`src/rtl/dmem_pkg.sv`:
```
// dmem_pkg: shared types and lane helpers for the data-memory access controller.
//   size_e        : request size encoding (byte / half / word / reserved)
//   state_e       : controller FSM states
//   lane_extract  : pick the addressed byte/half out of a RAM word and extend it
//   lane_merge    : replace the addressed byte/half of a RAM word with store data
package dmem_pkg;

  typedef enum logic [1:0] {
    SZ_B   = 2'b00,
    SZ_H   = 2'b01,
    SZ_W   = 2'b10,
    SZ_RSV = 2'b11
  } size_e;

  typedef enum logic [1:0] {
    ST_IDLE     = 2'b00,
    ST_LD_WAIT  = 2'b01,
    ST_RMW_WAIT = 2'b10,
    ST_RSP      = 2'b11
  } state_e;

  // Byte lane = off[1:0], half lane = off[1]; words pass through untouched.
  function automatic logic [31:0] lane_extract(input logic [31:0] word,
                                               input logic [1:0]  off,
                                               input size_e       size,
                                               input logic        uns);
    logic [7:0]  b;
    logic [15:0] h;
    logic [31:0] r;
    b = word[{off, 3'b000} +: 8];
    h = off[1] ? word[31:16] : word[15:0];
    case (size)
      SZ_B:    r = {{24{~uns & b[7]}}, b};
      SZ_H:    r = {{16{~uns & h[15]}}, h};
      default: r = word;
    endcase
    return r;
  endfunction

  function automatic logic [31:0] lane_merge(input logic [31:0] word,
                                             input logic [1:0]  off,
                                             input size_e       size,
                                             input logic [31:0] wdata);
    logic [31:0] r;
    r = word;
    case (size)
      SZ_B: r[{off, 3'b000} +: 8] = wdata[7:0];
      SZ_H: begin
        if (off[1]) r[31:16] = wdata[15:0];
        else        r[15:0]  = wdata[15:0];
      end
      default: r = wdata;
    endcase
    return r;
  endfunction

endpackage

```
`src/rtl/dmem_lane_unit.sv`:
```
// dmem_lane_unit: purely combinational lane logic shared by the load-return
// and read-modify-write paths of dmem_access_ctrl.
//   ram_rdata   in  32  word read back from the RAM
//   off         in  2   byte offset of the captured request
//   size        in  2   captured request size
//   uns         in  1   zero-extend (LBU/LHU) instead of sign-extend
//   wdata       in  32  captured store data (low bits significant)
//   load_data   out 32  aligned and extended load result
//   merged_data out 32  RAM word with the addressed lane replaced
module dmem_lane_unit
  import dmem_pkg::*;
(
  input  logic [31:0] ram_rdata,
  input  logic [1:0]  off,
  input  size_e       size,
  input  logic        uns,
  input  logic [31:0] wdata,
  output logic [31:0] load_data,
  output logic [31:0] merged_data
);

  assign load_data   = lane_extract(ram_rdata, off, size, uns);
  assign merged_data = lane_merge(ram_rdata, off, size, wdata);

endmodule

```
`src/rtl/dmem_access_ctrl.sv`:
```
// dmem_access_ctrl: bridge between the load/store pipeline and a single-port
// synchronous data RAM (1-cycle read latency, read-first, no byte enables).
// Sub-word stores are done as read-modify-write; loads are aligned and
// extended; misaligned / reserved-size requests get an error response with
// no RAM access.
// Optional build macro: DMEM_BOUNDS_CHK_EN -- when defined, a request with any
// byte-address bit above the RAM range set is an error; otherwise those bits
// are ignored and the address wraps modulo DEPTH*4.
// Ports:
//   clk, aresetn                       clock, asynchronous active-low reset
//   i_req_valid/o_req_ready            request handshake (ready only in IDLE)
//   i_req_we/size/unsigned/addr/wdata  request fields
//   o_rsp_valid/i_rsp_ready            response handshake
//   o_rsp_rdata/o_rsp_err              response payload
//   o_ram_en/wen/addr/wdata, i_ram_rdata  RAM port
module dmem_access_ctrl
  import dmem_pkg::*;
#(
  parameter  int DEPTH  = 1024,
  localparam int ADDR_W = $clog2(DEPTH)
) (
  input  logic              clk,
  input  logic              aresetn,
  input  logic              i_req_valid,
  output logic              o_req_ready,
  input  logic              i_req_we,
  input  logic [1:0]        i_req_size,
  input  logic              i_req_unsigned,
  input  logic [31:0]       i_req_addr,
  input  logic [31:0]       i_req_wdata,
  output logic              o_rsp_valid,
  input  logic              i_rsp_ready,
  output logic [31:0]       o_rsp_rdata,
  output logic              o_rsp_err,
  output logic              o_ram_en,
  output logic              o_ram_wen,
  output logic [ADDR_W-1:0] o_ram_addr,
  output logic [31:0]       o_ram_wdata,
  input  logic [31:0]       i_ram_rdata
);

  state_e              state_reg, state_next;
  logic [1:0]          off_reg, off_next;
  size_e               size_reg, size_next;
  logic                uns_reg, uns_next;
  logic [ADDR_W-1:0]   addr_reg, addr_next;
  logic [31:0]         wdata_reg, wdata_next;
  logic                rsp_valid_reg, rsp_valid_next;
  logic [31:0]         rsp_rdata_reg, rsp_rdata_next;
  logic                rsp_err_reg, rsp_err_next;

  size_e               req_size;
  logic [ADDR_W-1:0]   req_word_addr;
  logic                accept;
  logic                req_oob;
  logic                req_err;
  logic [31:0]         load_data;
  logic [31:0]         merged_data;

  assign req_size      = size_e'(i_req_size);
  assign req_word_addr = i_req_addr[ADDR_W+1:2];
  assign o_req_ready   = (state_reg == ST_IDLE);
  assign accept        = i_req_valid & o_req_ready;

`ifdef DMEM_BOUNDS_CHK_EN
  generate
    if (ADDR_W + 2 < 32) begin : g_bounds
      assign req_oob = |i_req_addr[31:ADDR_W+2];
    end else begin : g_no_bounds
      assign req_oob = 1'b0;
    end
  endgenerate
`else
  // Upper address bits alias onto the RAM; keep them visibly consumed.
  generate
    if (ADDR_W + 2 < 32) begin : g_wrap
      logic unused_addr_hi;
      assign unused_addr_hi = |i_req_addr[31:ADDR_W+2];
    end
  endgenerate
  assign req_oob = 1'b0;
`endif

  assign req_err = (req_size == SZ_RSV)
                 | ((req_size == SZ_H) & i_req_addr[0])
                 | ((req_size == SZ_W) & (i_req_addr[1:0] != 2'b00))
                 | req_oob;

  // One lane unit serves both LD_WAIT and RMW_WAIT; it always works on the
  // captured request, which is stable in both states.
  dmem_lane_unit u_lane (
    .ram_rdata   (i_ram_rdata),
    .off         (off_reg),
    .size        (size_reg),
    .uns         (uns_reg),
    .wdata       (wdata_reg),
    .load_data   (load_data),
    .merged_data (merged_data)
  );

  always_ff @(posedge clk or negedge aresetn) begin
    if (!aresetn) begin
      state_reg     <= ST_IDLE;
      off_reg       <= 2'b00;
      size_reg      <= SZ_B;
      uns_reg       <= 1'b0;
      addr_reg      <= '0;
      wdata_reg     <= '0;
      rsp_valid_reg <= 1'b0;
      rsp_rdata_reg <= '0;
      rsp_err_reg   <= 1'b0;
    end else begin
      state_reg     <= state_next;
      off_reg       <= off_next;
      size_reg      <= size_next;
      uns_reg       <= uns_next;
      addr_reg      <= addr_next;
      wdata_reg     <= wdata_next;
      rsp_valid_reg <= rsp_valid_next;
      rsp_rdata_reg <= rsp_rdata_next;
      rsp_err_reg   <= rsp_err_next;
    end
  end

  always_comb begin
    state_next     = state_reg;
    off_next       = off_reg;
    size_next      = size_reg;
    uns_next       = uns_reg;
    addr_next      = addr_reg;
    wdata_next     = wdata_reg;
    rsp_valid_next = rsp_valid_reg;
    rsp_rdata_next = rsp_rdata_reg;
    rsp_err_next   = rsp_err_reg;
    o_ram_en       = 1'b0;
    o_ram_wen      = 1'b0;
    o_ram_addr     = '0;
    o_ram_wdata    = '0;

    case (state_reg)
      ST_IDLE: begin
        if (accept) begin
          off_next       = i_req_addr[1:0];
          size_next      = req_size;
          uns_next       = i_req_unsigned;
          addr_next      = req_word_addr;
          wdata_next     = i_req_wdata;
          rsp_rdata_next = '0;
          rsp_err_next   = 1'b0;
          if (req_err) begin
            rsp_valid_next = 1'b1;
            rsp_err_next   = 1'b1;
            state_next     = ST_RSP;
          end else if (i_req_we && (req_size == SZ_W)) begin
            // Full-word store needs no read; write straight through.
            o_ram_en       = 1'b1;
            o_ram_wen      = 1'b1;
            o_ram_addr     = req_word_addr;
            o_ram_wdata    = i_req_wdata;
            rsp_valid_next = 1'b1;
            state_next     = ST_RSP;
          end else begin
            // Loads and sub-word stores both start with a read.
            o_ram_en   = 1'b1;
            o_ram_addr = req_word_addr;
            state_next = i_req_we ? ST_RMW_WAIT : ST_LD_WAIT;
          end
        end
      end
      ST_LD_WAIT: begin
        rsp_rdata_next = load_data;
        rsp_valid_next = 1'b1;
        state_next     = ST_RSP;
      end
      ST_RMW_WAIT: begin
        o_ram_en       = 1'b1;
        o_ram_wen      = 1'b1;
        o_ram_addr     = addr_reg;
        o_ram_wdata    = merged_data;
        rsp_valid_next = 1'b1;
        state_next     = ST_RSP;
      end
      ST_RSP: begin
        if (i_rsp_ready) begin
          rsp_valid_next = 1'b0;
          rsp_rdata_next = '0;
          rsp_err_next   = 1'b0;
          state_next     = ST_IDLE;
        end
      end
      default: state_next = ST_IDLE;
    endcase
  end

  assign o_rsp_valid = rsp_valid_reg;
  assign o_rsp_rdata = rsp_rdata_reg;
  assign o_rsp_err   = rsp_err_reg;

endmodule

```
`config.mk`:
```
export PLATFORM = sky130hd
export DESIGN_NAME = dmem_access_ctrl
export DESIGN_NICKNAME = d
export VERILOG_FILES = /design/src/rtl/dmem_pkg.sv /design/src/rtl/dmem_lane_unit.sv /design/src/rtl/dmem_access_ctrl.sv
export SDC_FILE = /design/constraint.sdc
export NUM_CORES = 1
export LEC_CHECK = 0
export BUFFER_PORTS_ARGS = -buffer_cell sky130_fd_sc_hd__clkbuf_2
export CAP_MARGIN = 20
export CORE_MARGIN = 2
export CORE_UTILIZATION = 50
export CTS_CLUSTER_SIZE = 28
export DETAILED_ROUTE_END_ITERATION = 8
export PLACE_DENSITY = 0.79
export SYNTH_ARGS = -nofsm -noshare
export SYNTH_HDL_FRONTEND = slang
export SYNTH_SLANG_ARGS = --single-unit
```
`constraint.sdc`:
```
create_clock -name clk -period 3.7 [get_ports clk]
set_clock_uncertainty 0.15 [all_clocks]
set_input_delay 0.37 -clock clk [delete_from_list [all_inputs] [get_ports clk]]
set_output_delay 0.37 -clock clk [all_outputs]
set_load 0.02 [all_outputs]
```
==> impl_metrics.py, run 1 <==
metrics = {
    "layout": {
        "layout_commonest_cell": "nand2_1",
        "num_antenna_cells": 0,
        "final_nets": 887,
        "final_cell_mix": "nand2_1 (174), clkbuf_2 (161), dfrtp_1 (82), a21oi_1 (31), nor2_1 (30)",
        "fin_area_um2": 6544,
        "syn_to_final_growth_pct": 19.76,
        "final_util_pct": 60.90,
        "layout-drive-gt1-share_pct": 28.02,
    },
    "setup_path": {
        "worst-setup-path-type": "flip-flop to output pin",
        "cp_top_family": "simple AND/OR/NAND/NOR gates",
        "slowest_stage": "ha_1",
        "crit_chain": "inv_1 > ha_1 > or3b_4 > nor4_4 > a32oi_1 > o211ai_1 > clkbuf_2",
        "cp.arrival_ns": 2.90,
        "required_ns": 3.18,
        "critPathMaxFanout": 13,
        "end_kind": "output pin",
        "cp-start-kind": "flip-flop",
        "cp_num_buf_inv": 2,
        "cp_slowest_stage_delay_ns": 0.52,
    },
    "drt": {
        "drc": 10,
        "initialDrtViolationCount": 755,
        "wl_mm": 18.41,
        "firstDrtPassIters": 9,
        "vias_per_cell": 6.270,
        "vias": 5756,
        "wl_per_cell_um": 20.06,
        "drtAntennaViolNets": 0,
    },
    "synthesis": {
        "ys_ff_latch": 83,
        "yosysWarnings": 0,
        "netlist_instances": 640,
        "synth_nets": 753,
        "ys.flop_type": "dfrtp_1",
        "ys_seq_area_share_pct": 38.01,
        "synth_edf_count": 0,
        "yosysUniqueCellTypes": 54,
        "syn_avg_cell_area_um2": 8.537,
        "synthArstFlopShare_pct": 100.0,
        "synth_area_um2": 5464,
    },
    "grt": {
        "grt_max_degree": 95,
        "grt_pass1_vias": 5249,
        "grt_antenna_before_repair": 0,
        "grt_overflow": 0,
        "grt_pass1_wl_mm": 28.28,
        "grt_use_total_pct": 31.43,
    },
    "sta": {
        "drv_slew": 0,
        "period_share_pct": 92.51,
        "hold_viol": 0,
        "period_needed_ns": 3.423,
        "max_slew.worst_pin.slew_ns": 0.9193,
        "tns_ns": 0,
        "max_slew_margin_pct": 38.25,
        "fmax_ghz": 0.2921,
        "setup_viol": 0,
        "rsz0062_at_grt": "false",
    },
    "floorplanning": {
        "io_pins": 183,
        "rows": 38,
        "fp.dieH_um": 108.5,
        "core_area_um2": 10750,
        "chipWidth_um": 108.5,
        "die-area_um2": 11780,
        "initial_core_util_pct": 50.85,
    },
    "pwr": {
        "peakVddDrop_mv": 0.3799,
        "power_w": 0.005706,
        "p_per_area_nw_per_um2": 872.0,
        "p_leak_nw": 3.209,
    },
    "clock_tree": {
        "cts_root_buf": "clkbuf_8",
        "cts_num_sinks": 83,
        "post_cts_resize_count": 0,
        "cts_hold_buf": 0,
        "cts_setup_buffers": 0,
        "clk-insertion-delay-late_ns": 0.37,
        "cts_tree": "done",
        "clk_pin_slew_ns": 0.08,
        "htree_levels": 3,
        "clockBufferDepth": 2,
        "cts-buffers-inserted": 9,
    },
    "place": {
        "place.gp.congestion": 0.8939,
        "place_area_um2": 6305,
        "port_buffers": 162,
        "hpwl_mm": 12.96,
    },
    "run_status": {
        "outcome": "complete, but fails checks",
        "violations": "design-rule violations",
    },
    "flow_run": {
        "maxCapViolations": 0,
    },
    "worst_hold_path": {
        "hp-class": "input pin to flip-flop",
    },
}
routing by layer:
layer  share of wire [%]  GRT usage, %  routed length (µm)
met1                  42         43.58                7657
met2                  46         48.79                8478
met3                 9.3         5.063                1706
met4                 3.1         13.28                 569
met5                   0             0                   0
worst register-to-register path: cells and delay by family (launching register included):
kind	cells	cell delay, ns
and+or+nand+nor	2	1.12
buffers and inverters	2	0.58
AOI/OAI and AO/OA	1	0.24
DFF	1	0.42
adders and majority gates	1	0.40
cells by family (layout without fill, tap and decap cells):
logic type / after synthesis / in the layout / synth area share (%)
simple gates: 254 / 254 / 20.36
compound gates: 199 / 199 / 27.94
flops: 83 / 83 / 38.01
buf+inv: 66 / 204 / 5.541
mux: 29 / 29 / 6.091
fa+ha+maj: 9 / 9 / 2.061
worst paths after layout:
kind                       depth (start not counted)  slack [ns]              end     startpoint
hold reg to reg                                    2        0.33    wdata_reg[17]  wdata_reg[17]
min in group asynchronous                          2        0.33  o_rsp_rdata[31]        aresetn
setup / recovery                                   7        0.28  o_ram_wdata[24]   state_reg[0]
max in group asynchronous                          3        2.46    wdata_reg[10]        aresetn
hold / removal                                     3        0.05      addr_reg[1]  i_req_addr[3]
setup reg to reg                                   6        0.73  o_rsp_rdata[23]   state_reg[0]
stage by stage:
stage / worst slack, ns / hold WS, ns / instances
2_1_floorplan: 0.7719 / -0.07559 / 640
3_3_place_gp: 0.7530 / 0.3022 / 900
3_5_place_dp: 0.7104 / 0.3133 / 900
4_1_cts: 0.2949 / 0.04226 / 915
5_1_grt: 0.1551 / 0.06345 / 918
6_report: 0.2770 / 0.05331 / 918
where the power goes:
part	switching [W]	internal (W)
Combinational	0.00213	0.00123
Clock	0.000324	0.000345
Sequential	0.000392	0.00129
cells in the mapped netlist, types with 4 or more instances:
cell,number,area (µm²)
a21oi_1,31,155.2
a221o_1,10,100.1
a221o_2,10,112.6
a222oi_1,8,80.08
a22o_1,8,70.07
a22oi_1,8,60.06
a2bb2oi_1,4,35.03
a32o_1,18,180.2
a32oi_1,16,140.1
buf_2,20,100.1
clkbuf_1,28,105.1
dfrtp_1,83,2077
ha_1,9,112.6
inv_1,10,37.54
mux2_2,4,45.04
mux2i_1,22,220.2
nand2_1,174,653.1
nand2b_1,7,43.79
nand3_1,25,125.1
nor2_1,30,112.6
o211ai_1,7,52.55
o21ai_0,25,125.1
o221ai_1,8,70.07
o22ai_1,21,131.4
o2bb2ai_1,8,70.07
o31ai_1,4,30.03
cell type report:
class / instances / area (µm²)
Fill cell: 967 / 4202
Multi-Input combinational cell: 491 / 3090
Sequential cell: 83 / 2078
Timing Repair Buffer: 177 / 960.9
Tap cell: 140 / 175.2
Clock buffer: 13 / 158.9
Inverter: 12 / 45.04
Clock inverter: 2 / 35.03
No activity file was read; power rests on OpenSTA's default activity.
==> run 2, diff against run 1 <==
REMOVE_ABC_BUFFERS = 1   (was unset)
==> run 2 against run 1 <==
Against the previous run:
- the run now ends clean
- first-iteration DRC count up 9.7%
- hold slack worse by 0.016 ns
- die area unchanged
- sequential share of layout area down 0.19 points
- fmax down 1.3%
- largest power group unchanged
- non-clock buffer count up 1
- design area up 0.59%
- total power up 2.3%
- global-route usage down 1.2 points
- worst setup slack worse by 0.047 ns
- combinational power about the same
==> impl_metrics.py, run 2 (same netlist as run 1, synthesis figures left out) <==
metrics = {
    "drt": {
        "firstDrtPassIters": 7,
        "wl_per_cell_um": 19.87,
        "initialDrtViolationCount": 828,
        "drc": 0,
        "vias": 5788,
        "drtAntennaViolNets": 0,
        "vias_per_cell": 6.291,
        "wl_mm": 18.28,
    },
    "clock_tree": {
        "htree_levels": 3,
        "cts_tree": "done",
        "clk-insertion-delay-late_ns": 0.38,
        "clockBufferDepth": 2,
        "cts_root_buf": "clkbuf_8",
        "clk_pin_slew_ns": 0.09,
        "cts_num_sinks": 83,
        "cts-buffers-inserted": 9,
        "post_cts_resize_count": 0,
    },
    "floorplanning": {
        "chipWidth_um": 108.5,
        "die-area_um2": 11780,
        "io_pins": 183,
        "fp.dieH_um": 108.5,
        "core_area_um2": 10750,
        "rows": 38,
        "initial_core_util_pct": 50.85,
    },
    "setup_path": {
        "rrSetupSlack_ns": 0.93,
        "end_kind": "output pin",
        "worstReg2RegStart": "state_reg[0]",
        "worst-setup-path-type": "flip-flop to output pin",
        "r2r_cells": 6,
        "cp.arrival_ns": 2.95,
        "critPathMaxFanout": 14,
        "reg2reg_to": "o_rsp_rdata[24]",
        "cp-start-kind": "flip-flop",
        "required_ns": 3.18,
        "crit_chain": "inv_1 > ha_1 > and4b_1 > a222oi_1 > o221ai_1 > clkbuf_2",
        "slowest_stage": "dfrtp_1",
        "cp_slowest_stage_delay_ns": 0.72,
    },
    "place": {
        "place.gp.congestion": 0.8955,
        "hpwl_mm": 12.52,
        "port_buffers": 162,
        "dp_cells": 901,
    },
    "sta": {
        "max_slew_margin_pct": 44.96,
        "hold-worst-slack_ns": 0.03712,
        "max_slew.worst_pin.slew_ns": 0.8194,
        "setup_viol": 0,
        "period_share_pct": 93.78,
        "rsz0062_at_grt": "false",
        "tns_ns": 0,
        "hold_viol": 0,
        "fmax_ghz": 0.2882,
        "period_needed_ns": 3.470,
        "drv_slew": 0,
    },
    "layout": {
        "final_nets": 888,
        "num-fill-cells": 956,
        "layout_commonest_cell": "nand2_1",
        "final_cell_mix": "nand2_1 (174), clkbuf_2 (161), dfrtp_1 (82), a21oi_1 (31), nor2_1 (30)",
        "num_antenna_cells": 0,
        "layout-drive-gt1-share_pct": 28.46,
        "final_cell_count_no_fill": 920,
        "syn_to_final_growth_pct": 20.47,
    },
    "pwr": {
        "switching_share_pct": 49.93,
        "pwr-share-comb_pct": 57.8,
        "p_int_w": 0.002924,
        "power_w": 0.005840,
        "switchingPower_w": 0.002916,
        "peakVddDrop_mv": 0.3589,
        "p_leak_nw": 3.230,
        "pwr-share-clk_pct": 13.2,
        "seqPwrFrac_pct": 29.0,
        "p_per_area_nw_per_um2": 887.1,
    },
    "flow_run": {
        "maxCapViolations": 0,
    },
    "grt": {
        "use_met2_pct": 48.75,
        "grt_antenna_before_repair": 0,
        "met1_usage_pct": 40.38,
        "grt_pass1_vias": 5298,
        "grt_pass1_wl_mm": 27.46,
        "grt_max_degree": 84,
        "busiest_layer": "met2",
        "gr-usage-met3_pct": 5.244,
        "grt_overflow": 0,
        "grt_use_total_pct": 30.19,
    },
    "worst_hold_path": {
        "worstHoldStart": "i_req_unsigned",
        "worstHoldPathCells": 3,
        "hp-class": "input pin to flip-flop",
        "hold-path-endpoint": "uns_reg",
    },
    "run_status": {
        "outcome": "finished clean",
    },
}
## run 2: worst max-delay path by stage
stage	depth (start not counted)	start	end	slack (ns)
final	6	off_reg[0]	o_ram_wdata[8]	0.23
after floorplan	5	off_reg[1]	o_ram_wdata[10]	-0.17
after CTS	6	off_reg[0]	o_ram_wdata[10]	0.26
after detailed placement	6	off_reg[0]	o_ram_wdata[9]	0.68
after global routing	6	off_reg[0]	o_ram_wdata[2]	0.1
after global placement	6	off_reg[0]	o_ram_wdata[2]	0.74
## run 2: per-layer routing
metal / share of wire, % / wire length, µm
met1: 40 / 7334
met2: 47 / 8643
met3: 9.6 / 1763
met4: 2.9 / 535
met5: 0 / 0
## run 2: final cells by class
class	instances	area (µm²)	area share, %
Sequential cell	83	2078	31.57
Clock buffer	10	137.6	2.091
Inverter	12	45.04	0.6843
Multi-Input combinational cell	491	3090	46.95
Timing Repair Buffer	178	968.4	14.71
Tap cell	140	175.2	2.661
Clock inverter	6	87.58	1.331
## run 2: metrics by stage
| step | cell area [µm²] | utilization [%] | worst slack [ns] |
|---|---|---|---|
| floorplan | 5206 | - | -0.1742 |
| global placement | 6312 | 58.74 | 0.7416 |
| detailed placement | 6312 | 58.74 | 0.6821 |
| CTS | 6538 | 60.84 | 0.2589 |
| global route | 6583 | 61.26 | 0.09672 |
| finish | 6583 | 61.26 | 0.2302 |
## run 2: critical path: cells and delay by family, from the launching register on
kind | cells | cell delay [ns]
adders and majority gates | 1 | 0.42
AOI/OAI and AO/OA | 2 | 0.63
buffers and inverters | 2 | 0.41
DFF | 1 | 0.72
and+or+nand+nor | 1 | 0.38
## run 2: repair_timing
item                                   4_1_cts  5_1_grt
buffers inserted                             0        0
hold buffers                                 0        1
endpoints found under the hold margin        0       32
## run 2: power groups by stage
| stage | registers (W) | logic [W] | clock network, W |
|---|---|---|---|
| detailed placement | 0.00170 | 0.00331 | 0 |
| finish | 0.00169 | 0.00338 | 0.000772 |
| CTS | 0.00168 | 0.00333 | 0.000771 |
| global route | 0.00174 | 0.00364 | 0.000821 |
| floorplan | 0.00185 | 0.00204 | 0 |
| global placement | 0.00167 | 0.00323 | 0 |
